**src/rtl/buffer_read_streamer.sv**
```systemverilog
// Read-side sequencer for local_buffer: turns (base, len) commands into one buffer read per cycle
// and streams the returned words out through a credit-tracked FIFO as a valid/ready/last stream.
module buffer_read_streamer #(
  parameter int DATA_W     = 16,
  parameter int ADDR_W     = 10,
  parameter int DEPTH      = 1024,
  parameter int FIFO_DEPTH = 4
) (
  input  logic              clk,
  input  logic              rst,
  input  logic              cmd_valid,
  output logic              cmd_ready,
  input  logic [ADDR_W-1:0] cmd_base,
  input  logic [ADDR_W:0]   cmd_len,
  output logic              buf_ce,
  output logic              buf_we,
  output logic [ADDR_W-1:0] buf_addr,
  input  logic [DATA_W-1:0] buf_rdata,
  output logic              out_valid,
  input  logic              out_ready,
  output logic [DATA_W-1:0] out_data,
  output logic              out_last,
  output logic              busy,
  output logic              done
);

  localparam int PTR_W = $clog2(FIFO_DEPTH);
  localparam int CNT_W = $clog2(FIFO_DEPTH + 1);
  localparam int OCC_W = CNT_W + 1;

  typedef enum logic [1:0] {IDLE, ISSUE, DRAIN} state_t;

  state_t              state_q, state_d;
  logic [ADDR_W-1:0]   addr_q, addr_d;
  logic [ADDR_W:0]     rem_q, rem_d;
  logic                rd_pending_q, rd_pending_d;
  logic                last_pending_q, last_pending_d;
  logic                done_q, done_d;
  logic [PTR_W-1:0]    wr_ptr_q, wr_ptr_d;
  logic [PTR_W-1:0]    rd_ptr_q, rd_ptr_d;
  logic [CNT_W-1:0]    count_q, count_d;
  logic [DATA_W-1:0]   fifo_data_q [FIFO_DEPTH];
  logic                fifo_last_q [FIFO_DEPTH];

  logic                fifo_empty, push, pop, head_last, credit, issue;
  logic [OCC_W-1:0]    occ;

  assign fifo_empty = (count_q == '0);
  assign push       = rd_pending_q;
  assign pop        = !fifo_empty && out_ready;
  assign head_last  = fifo_last_q[rd_ptr_q];

  // Reads already in flight count against the FIFO, so an issued read always has a slot waiting.
  assign occ    = OCC_W'(count_q) + OCC_W'(rd_pending_q) - OCC_W'(pop);
  assign credit = (occ < OCC_W'(FIFO_DEPTH));
  assign issue  = (state_q == ISSUE) && credit;

  always_comb begin
    // NOTE: every signal gets a default first so no path through the case infers a latch.
    state_d        = state_q;
    addr_d         = addr_q;
    rem_d          = rem_q;
    done_d         = 1'b0;
    rd_pending_d   = issue;
    last_pending_d = issue && (rem_q == (ADDR_W+1)'(1));
    wr_ptr_d       = push ? wr_ptr_q + 1'b1 : wr_ptr_q;
    rd_ptr_d       = pop  ? rd_ptr_q + 1'b1 : rd_ptr_q;
    count_d        = count_q + CNT_W'(push) - CNT_W'(pop);

    unique case (state_q)
      IDLE: begin
        if (cmd_valid) begin
          if (cmd_len == '0) begin
            done_d = 1'b1;
          end else begin
            addr_d  = cmd_base;
            rem_d   = cmd_len;
            state_d = ISSUE;
          end
        end
      end
      ISSUE: begin
        if (issue) begin
          addr_d = (addr_q == ADDR_W'(DEPTH - 1)) ? '0 : addr_q + 1'b1;
          rem_d  = rem_q - 1'b1;
          if (rem_q == (ADDR_W+1)'(1)) state_d = DRAIN;
        end
      end
      DRAIN: begin
        if (pop && head_last) begin
          done_d  = 1'b1;
          state_d = IDLE;
        end
      end
      default: state_d = IDLE;
    endcase
  end

  // NOTE: sequential state uses non-blocking assignments so every flop samples pre-edge values.
  always_ff @(posedge clk) begin
    if (rst) begin
      state_q        <= IDLE;
      addr_q         <= '0;
      rem_q          <= '0;
      rd_pending_q   <= 1'b0;
      last_pending_q <= 1'b0;
      done_q         <= 1'b0;
      wr_ptr_q       <= '0;
      rd_ptr_q       <= '0;
      count_q        <= '0;
    end else begin
      state_q        <= state_d;
      addr_q         <= addr_d;
      rem_q          <= rem_d;
      rd_pending_q   <= rd_pending_d;
      last_pending_q <= last_pending_d;
      done_q         <= done_d;
      wr_ptr_q       <= wr_ptr_d;
      rd_ptr_q       <= rd_ptr_d;
      count_q        <= count_d;
    end
  end

  // NOTE: FIFO storage is not reset; count_q gates out_valid, so stale entries are never visible.
  always_ff @(posedge clk) begin
    if (push) begin
      fifo_data_q[wr_ptr_q] <= buf_rdata;
      fifo_last_q[wr_ptr_q] <= last_pending_q;
    end
  end

  assign cmd_ready = (state_q == IDLE);
  assign buf_ce    = issue;
  assign buf_we    = 1'b0;
  assign buf_addr  = addr_q;
  assign out_valid = !fifo_empty;
  assign out_data  = fifo_data_q[rd_ptr_q];
  assign out_last  = !fifo_empty && head_last;
  assign busy      = (state_q != IDLE);
  assign done      = done_q;

endmodule
```
**config.mk**
```make
export PLATFORM = sky130hd
export DESIGN_NAME = buffer_read_streamer
export DESIGN_NICKNAME = d
export VERILOG_FILES = /design/src/rtl/buffer_read_streamer.sv
export SDC_FILE = /design/constraint.sdc
export NUM_CORES = 1
export LEC_CHECK = 0
export CAP_MARGIN = 20
export CORE_ASPECT_RATIO = 1.4
export CORE_UTILIZATION = 53
export DETAILED_ROUTE_END_ITERATION = 7
export HOLD_SLACK_MARGIN = 0.06
export PLACE_DENSITY = 0.79
export SETUP_SLACK_MARGIN = 0.4
export SYNTH_ARGS = -nofsm -noshare
export SYNTH_HDL_FRONTEND = slang
export SYNTH_SLANG_ARGS = --single-unit
```
**constraint.sdc**
```tcl
create_clock -name clk -period 3.7 [get_ports clk]
set_input_delay 0.74 -clock clk [delete_from_list [all_inputs] [get_ports clk]]
set_output_delay 0.74 -clock clk [all_outputs]
set_load 0.05 [all_outputs]
```
Word-level counts from Yosys, hierarchy flattened. Memories as Yosys holds them, arrays and structs flattened. A register that Yosys moved wholly into a read port is not among the register bits. Cells that the tools add are included.

Bits in registers: 33. Input port bits: 41. Output and inout port bits: 33. Memories: 2. Memory bits (writable): 68. Word-level logic and storage cells: 67.

Reduce and logical (&&, ||, !) cells: 13. Eq/ne operators: 9. Add/sub/neg operators: 8. Order comparisons: 1. Muxes and demuxes: 25.

Memory list: fifo_data_q (words 4, bits a word 16, rd ports 1, clocked after Yosys merged registers in 1, write ports 1, line 42) `logic [DATA_W-1:0] fifo_data_q [FIFO_DEPTH];`; fifo_last_q (words 4, bits a word 1, rd ports 1, clocked after Yosys merged registers in 1, write ports 1, line 43) `logic fifo_last_q [FIFO_DEPTH];`.

Operator list (count): $mux W10 (4); $mux W11 (3); $pmux W11 S2 (1); $pmux W10 S2 (1); $mux W2 (9); $eq A11 B1 Y1 const B (1); $logic_not A11 Y1 (1); $sub A11 B1 Y11 const B (1); $add A10 B1 Y10 const B (1); $eq A10 B10 Y1 const B (1); $ne A2 B2 Y1 const B (4); $pmux W2 S3 (1); $logic_and A1 B1 Y1 (5); $mux W1 (5); $reduce_and A5 Y1 (1); $add A2 B1 Y2 const B (2); $add A3 B1 Y4 (1); $lt A4 B3 Y1 const B (1); $reduce_and A4 Y1 (1); $reduce_bool A2 Y1 (2); $sub A4 B1 Y4 (1); $add A3 B1 Y3 (1); $logic_not A3 Y1 (1); $sub A3 B1 Y3 (1); other kinds (6) (6).

Longest topological paths before layout.
Word-level depth: 8. Depth in mapped cells: 14. Gate-level depth less buffers: 12.

Least setup slack after synthesis. Ideal clock, no wire load.

Path type: register to output. From: register count_q[1]. To: output port buf_ce. Arrival time: 3419 ps. Stages on the path, launching flop included: 13. Buffers on the path: 1. Setup slack: -459 ps. Data required time: 2960 ps. Cells stage by stage: dfxtp_1 > or3_1 > clkbuf_1 > nand2_1 > or2_2 > nand2_1 > ha_1 > inv_1 > fa_1 > and3b_1 > mux2i_1 > and2_2 > nor2_1.

Cells in the longest elaborated chain, start to end: 6. Elaborated cells on any way between the ends: 7. Those cells by class: 2 x add/sub; 1 x order compare; 4 x reduce/logical.

RTL lines: start, declared (line 41) `logic [CNT_W-1:0] count_q, count_d;`; start signal, assigned (line 120) `count_q <= count_d;`; $logic_not A3 Y1 (line 48) `assign fifo_empty = (count_q == '0);`; $logic_not A1 Y1; via out_valid (line 19) `output logic out_valid,`; $logic_and A1 B1 Y1 (line 50) `assign pop = !fifo_empty && out_ready;`; $sub A4 B1 Y4 (line 54) `assign occ = OCC_W'(count_q) + OCC_W'(rd_pending_q) - OCC_W'(pop);`; $lt A4 B3 Y1 (line 55) `assign credit = (occ < OCC_W'(FIFO_DEPTH));`; $logic_and A1 B1 Y1 (line 56) `assign issue = (state_q == ISSUE) && credit;`; end, declared (line 15) `output logic buf_ce,`.

The timed path passes the listed nets, and every way through them passes these cells.

Final worst setup path.
From: register count_q[2]. To: output port buf_ce.

Cells in the longest elaborated chain, start to end: 6. Elaborated cells on any way between the ends: 7. Those cells by class: 2 x add/sub; 1 x order compare; 4 x reduce/logical.

RTL lines (line): branches (longest 3 deep; another with $add A3 B1 Y4); $sub A4 B1 Y4 (*) (54); $lt A4 B3 Y1 (*) (55); $logic_and A1 B1 Y1 (*) (56).

Mark *: on every way between the ends.

==> impl_metrics.toml <==
[synth]
post-synth-top-area-cell = "edfxtp_1"
yosys_most_used_dff = "edfxtp_1"
yosys.area.top_type_share = 0.446
synth-seq-area-share = 0.599
syn_inst = 358
syn_area_mm2 = 0.00458
postSynthAreaPerCell_um2 = 12.8
synth_edf_count = 68
synthesis.nets = 410
ys_warn_count = 0
synth_seq_cells = 103
synth.distinct_cells = 54
yosys-top-cells-area = "edfxtp_1 (45%), dfxtp_1 (15%), mux4_2 (8.4%)"
async_reset_ff_frac = 0

[sta]
skew_ns = 0.00550
max_freq_mhz = 295
fin_crit_ns = 3.39
hold_viol_final = 0
setup_violations = 0
fin_ws_ns = 0.311
post-route-period-util = 0.916
tightest_slew_ns = 0.876
slew-limit-headroom = 0.416
rsz0062_at_grt = "true"
slew_violations = 0

[pwr]
p_per_area_mw_per_mm2 = 683
internal_power_mw = 2.53
power_leakage_nw = 1.96
comb_power_share = 0.413
vdd_ir_drop_max_mv = 0.467
clkPwrFrac = 0.214
power.switching_mw = 1.45
netSwitchingFraction = 0.364
seq_power_share = 0.373

[worst_setup_path]
crit_family = "simple AND/OR/NAND/NOR gates"
cpMaxStageDelayCell = "or3_4"
cpMostUsedCell = "nand2_2"
cp-start-kind = "flip-flop"
slowest_delay_ns = 0.37
path_max_fanout = 4
crit_arrival_ns = 2.65
critPathBufInv = 3
worst_setup_path_end_kind = "output pin"
crit_chain = "or3_4 -> nand2_2 -> buf_6 -> nand2_2 -> nand2_2 -> ha_4 -> inv_2 -> fa_2 -> and3b_1 -> mux2i_2 -> and2_4 -> nor2_4 -> buf_12"
worstSetupPathType = "flip-flop to output pin"
required_ns = 2.96

[drt]
drc_errors = 0
wire_per_inst_um = 17.1
routed_via_density = 5.91
drt_wl_total_um = 9360
drtIter0Drc = 277
dr.pass1.iters = 4
ant_nets = 0
routed-via-count = 3237

[floorplanning]
rows = 39
start_util = 0.555
die-area_mm2 = 0.00901
num_io_pins = 74
die_h_um = 112
die_x_um = 80.5
core_area_mm2 = 0.00825

[placement]
dpl_cell_area_mm2 = 0.00547
dp_cells = 527
pre_cts_ws_ns = -0.0535
dpl.hpwl_um = 6480
io_buffers = 72
gp_congestion = 0.874

[clocking]
insertion_delay_ns = 0.34
clk_pin_slew_ns = 0.07
cts_buffers = 9
cts.sinks = 103
cts_hold_buf = 0
cts_tree = "yes"
ctsHtreeMaxLevel = 3
clock_path_buffers = 2
cts-root-buf = "clkbuf_16"

[final_layout]
final_cell_mix = "clkdlybuf4s50_1 (70), edfxtp_1 (68), dfxtp_1 (32)"
mostFrequentLayoutCell = "clkdlybuf4s50_1"
fin_cells = 548
finish.utilization = 0.705
drive_above_1_share = 0.173
design_area_mm2 = 0.00581
n_antenna_cell = 0
nets = 493
synthToLayoutAreaGrowth_pct = 27.1

[global_routing]
grt-ovfl-total = 0
antenna_found_initial = 0
grt_max_degree = 33
grt_first_pass_wirelength_um = 15100
first_global_vias = 3221
grt.total_usage = 0.220

[run_status]
status = "finished, final reports clean"

[job]
max_cap_violations = 0

[worst_hold_path]
hold_path.class = "flip-flop to flip-flop"
[stage by stage]
| stage | hold WS [ns] | TNS (ns) | total power, mW |
|---|---|---|---|
| 4_1_cts | 0.485 | 0 | 3.98 |
| 2_1_floorplan | 0.438 | 0 | 2.59 |
| 3_5_place_dp | 0.474 | -0.0535 | 3.07 |
| 3_3_place_gp | 0.452 | -0.0188 | 3.04 |
| 6_report | 0.484 | 0 | 3.97 |
| 5_1_grt | 0.504 | 0 | 4.16 |
[registers in the layout, indices dropped and copies added, names as in the netlist, named ones only]
register and flops:
fifo_data_q 64, rem_q 11, buf_addr 10, fifo_last_q 4
count_q 3, rd_ptr_q 2, state_q 2, wr_ptr_q 2
done 1, last_pending_q 1, push 1
[synthesized netlist by cell type (3+ instances only)]
master / count
or3_1: 4
nor3b_1: 5
nand4_1: 3
nor3_1: 21
o21ai_0: 11
mux4_2: 17
clkbuf_1: 9
dfxtp_1: 35
nor2_1: 20
inv_1: 11
buf_2: 4
nand2_1: 28
edfxtp_1: 68
nor4_1: 6
buf_6: 3
and2_1: 7
nand3_1: 10
o32ai_1: 3
a211oi_1: 6
xor2_1: 4
a31o_2: 5
ha_1: 10
buf_1: 3
a21oi_1: 23
nor2b_1: 4
[repair_timing]
action                                  CTS  global route
cloned                                    0             0
pin swaps                                 7             3
gates resized for setup                  13             3
endpoints found under the setup margin    7             9
buffers inserted                          5             0
[worst reg2reg max path, stage by stage (launching register included)]
cell,delay [ns]
dfxtp_4,0.34
or3_4,0.37
nand2_2,0.08
buf_6,0.10
nand2_2,0.05
nand2_2,0.08
ha_4,0.13
inv_2,0.03
fa_2,0.36
and3b_1,0.24
mux2i_2,0.08
buf_4,0.15
buf_4,0.13
a311oi_4,0.31
buf_4,0.19
buf_4,0.15
nor2_1,0.04
a211oi_1,0.21
[path summary, 6_finish.rpt]
path,slack (ns),from,to,cells past startpoint
hold / removal,0.48,last_pending_q$_SDFF_PP0_,fifo_last_q[2]$_DFFE_PP_,0
setup / recovery,0.31,count_q[2]$_SDFF_PP0_,buf_ce,13
setup reg to reg,0.58,count_q[2]$_SDFF_PP0_,buf_addr[1]$_SDFFE_PP0P_,17
hold reg to reg,0.48,last_pending_q$_SDFF_PP0_,fifo_last_q[2]$_DFFE_PP_,0
[routing by layer]
metal,share of wire,GRT usage,vias up
li1,-,-,1537
met1,0.40,0.262,1567
met2,0.53,0.379,122
met3,0.057,0.0549,11
met4,0.012,0.0786,0
met5,0,0,-
[logic make-up after synthesis]
kind of cell / Yosys count / share of synthesized area
other: 1 / 0.000820
AOI/OAI and AO/OA: 69 / 0.106
DFF: 103 / 0.599
xor gates and xnor gates: 6 / 0.0115
muxes: 19 / 0.0881
and+or+nand+nor: 116 / 0.128
adders and majority gates: 11 / 0.0317
buffers and inverters: 33 / 0.0347
[power by group through the flow]
stage	Combinational [mW]	Sequential, mW	Clock [mW]
after global routing	1.75	1.50	0.911
after global placement	1.54	1.50	0
after detailed placement	1.56	1.51	0
after CTS	1.63	1.48	0.868
final	1.64	1.48	0.849
after floorplan	1.07	1.52	0
[cell type report]
| class | instances | area (um^2) |
|---|---|---|
| Sequential cell | 103 | 2750 |
| Fill cell | 563 | 2430 |
| Multi-Input combinational cell | 222 | 1720 |
| Timing Repair Buffer | 93 | 906 |
| Clock buffer | 10 | 229 |
| Tap cell | 102 | 128 |
| Inverter | 12 | 45.0 |
| Clock inverter | 6 | 36.3 |
Note: power is estimated with default switching activity, not from simulation.
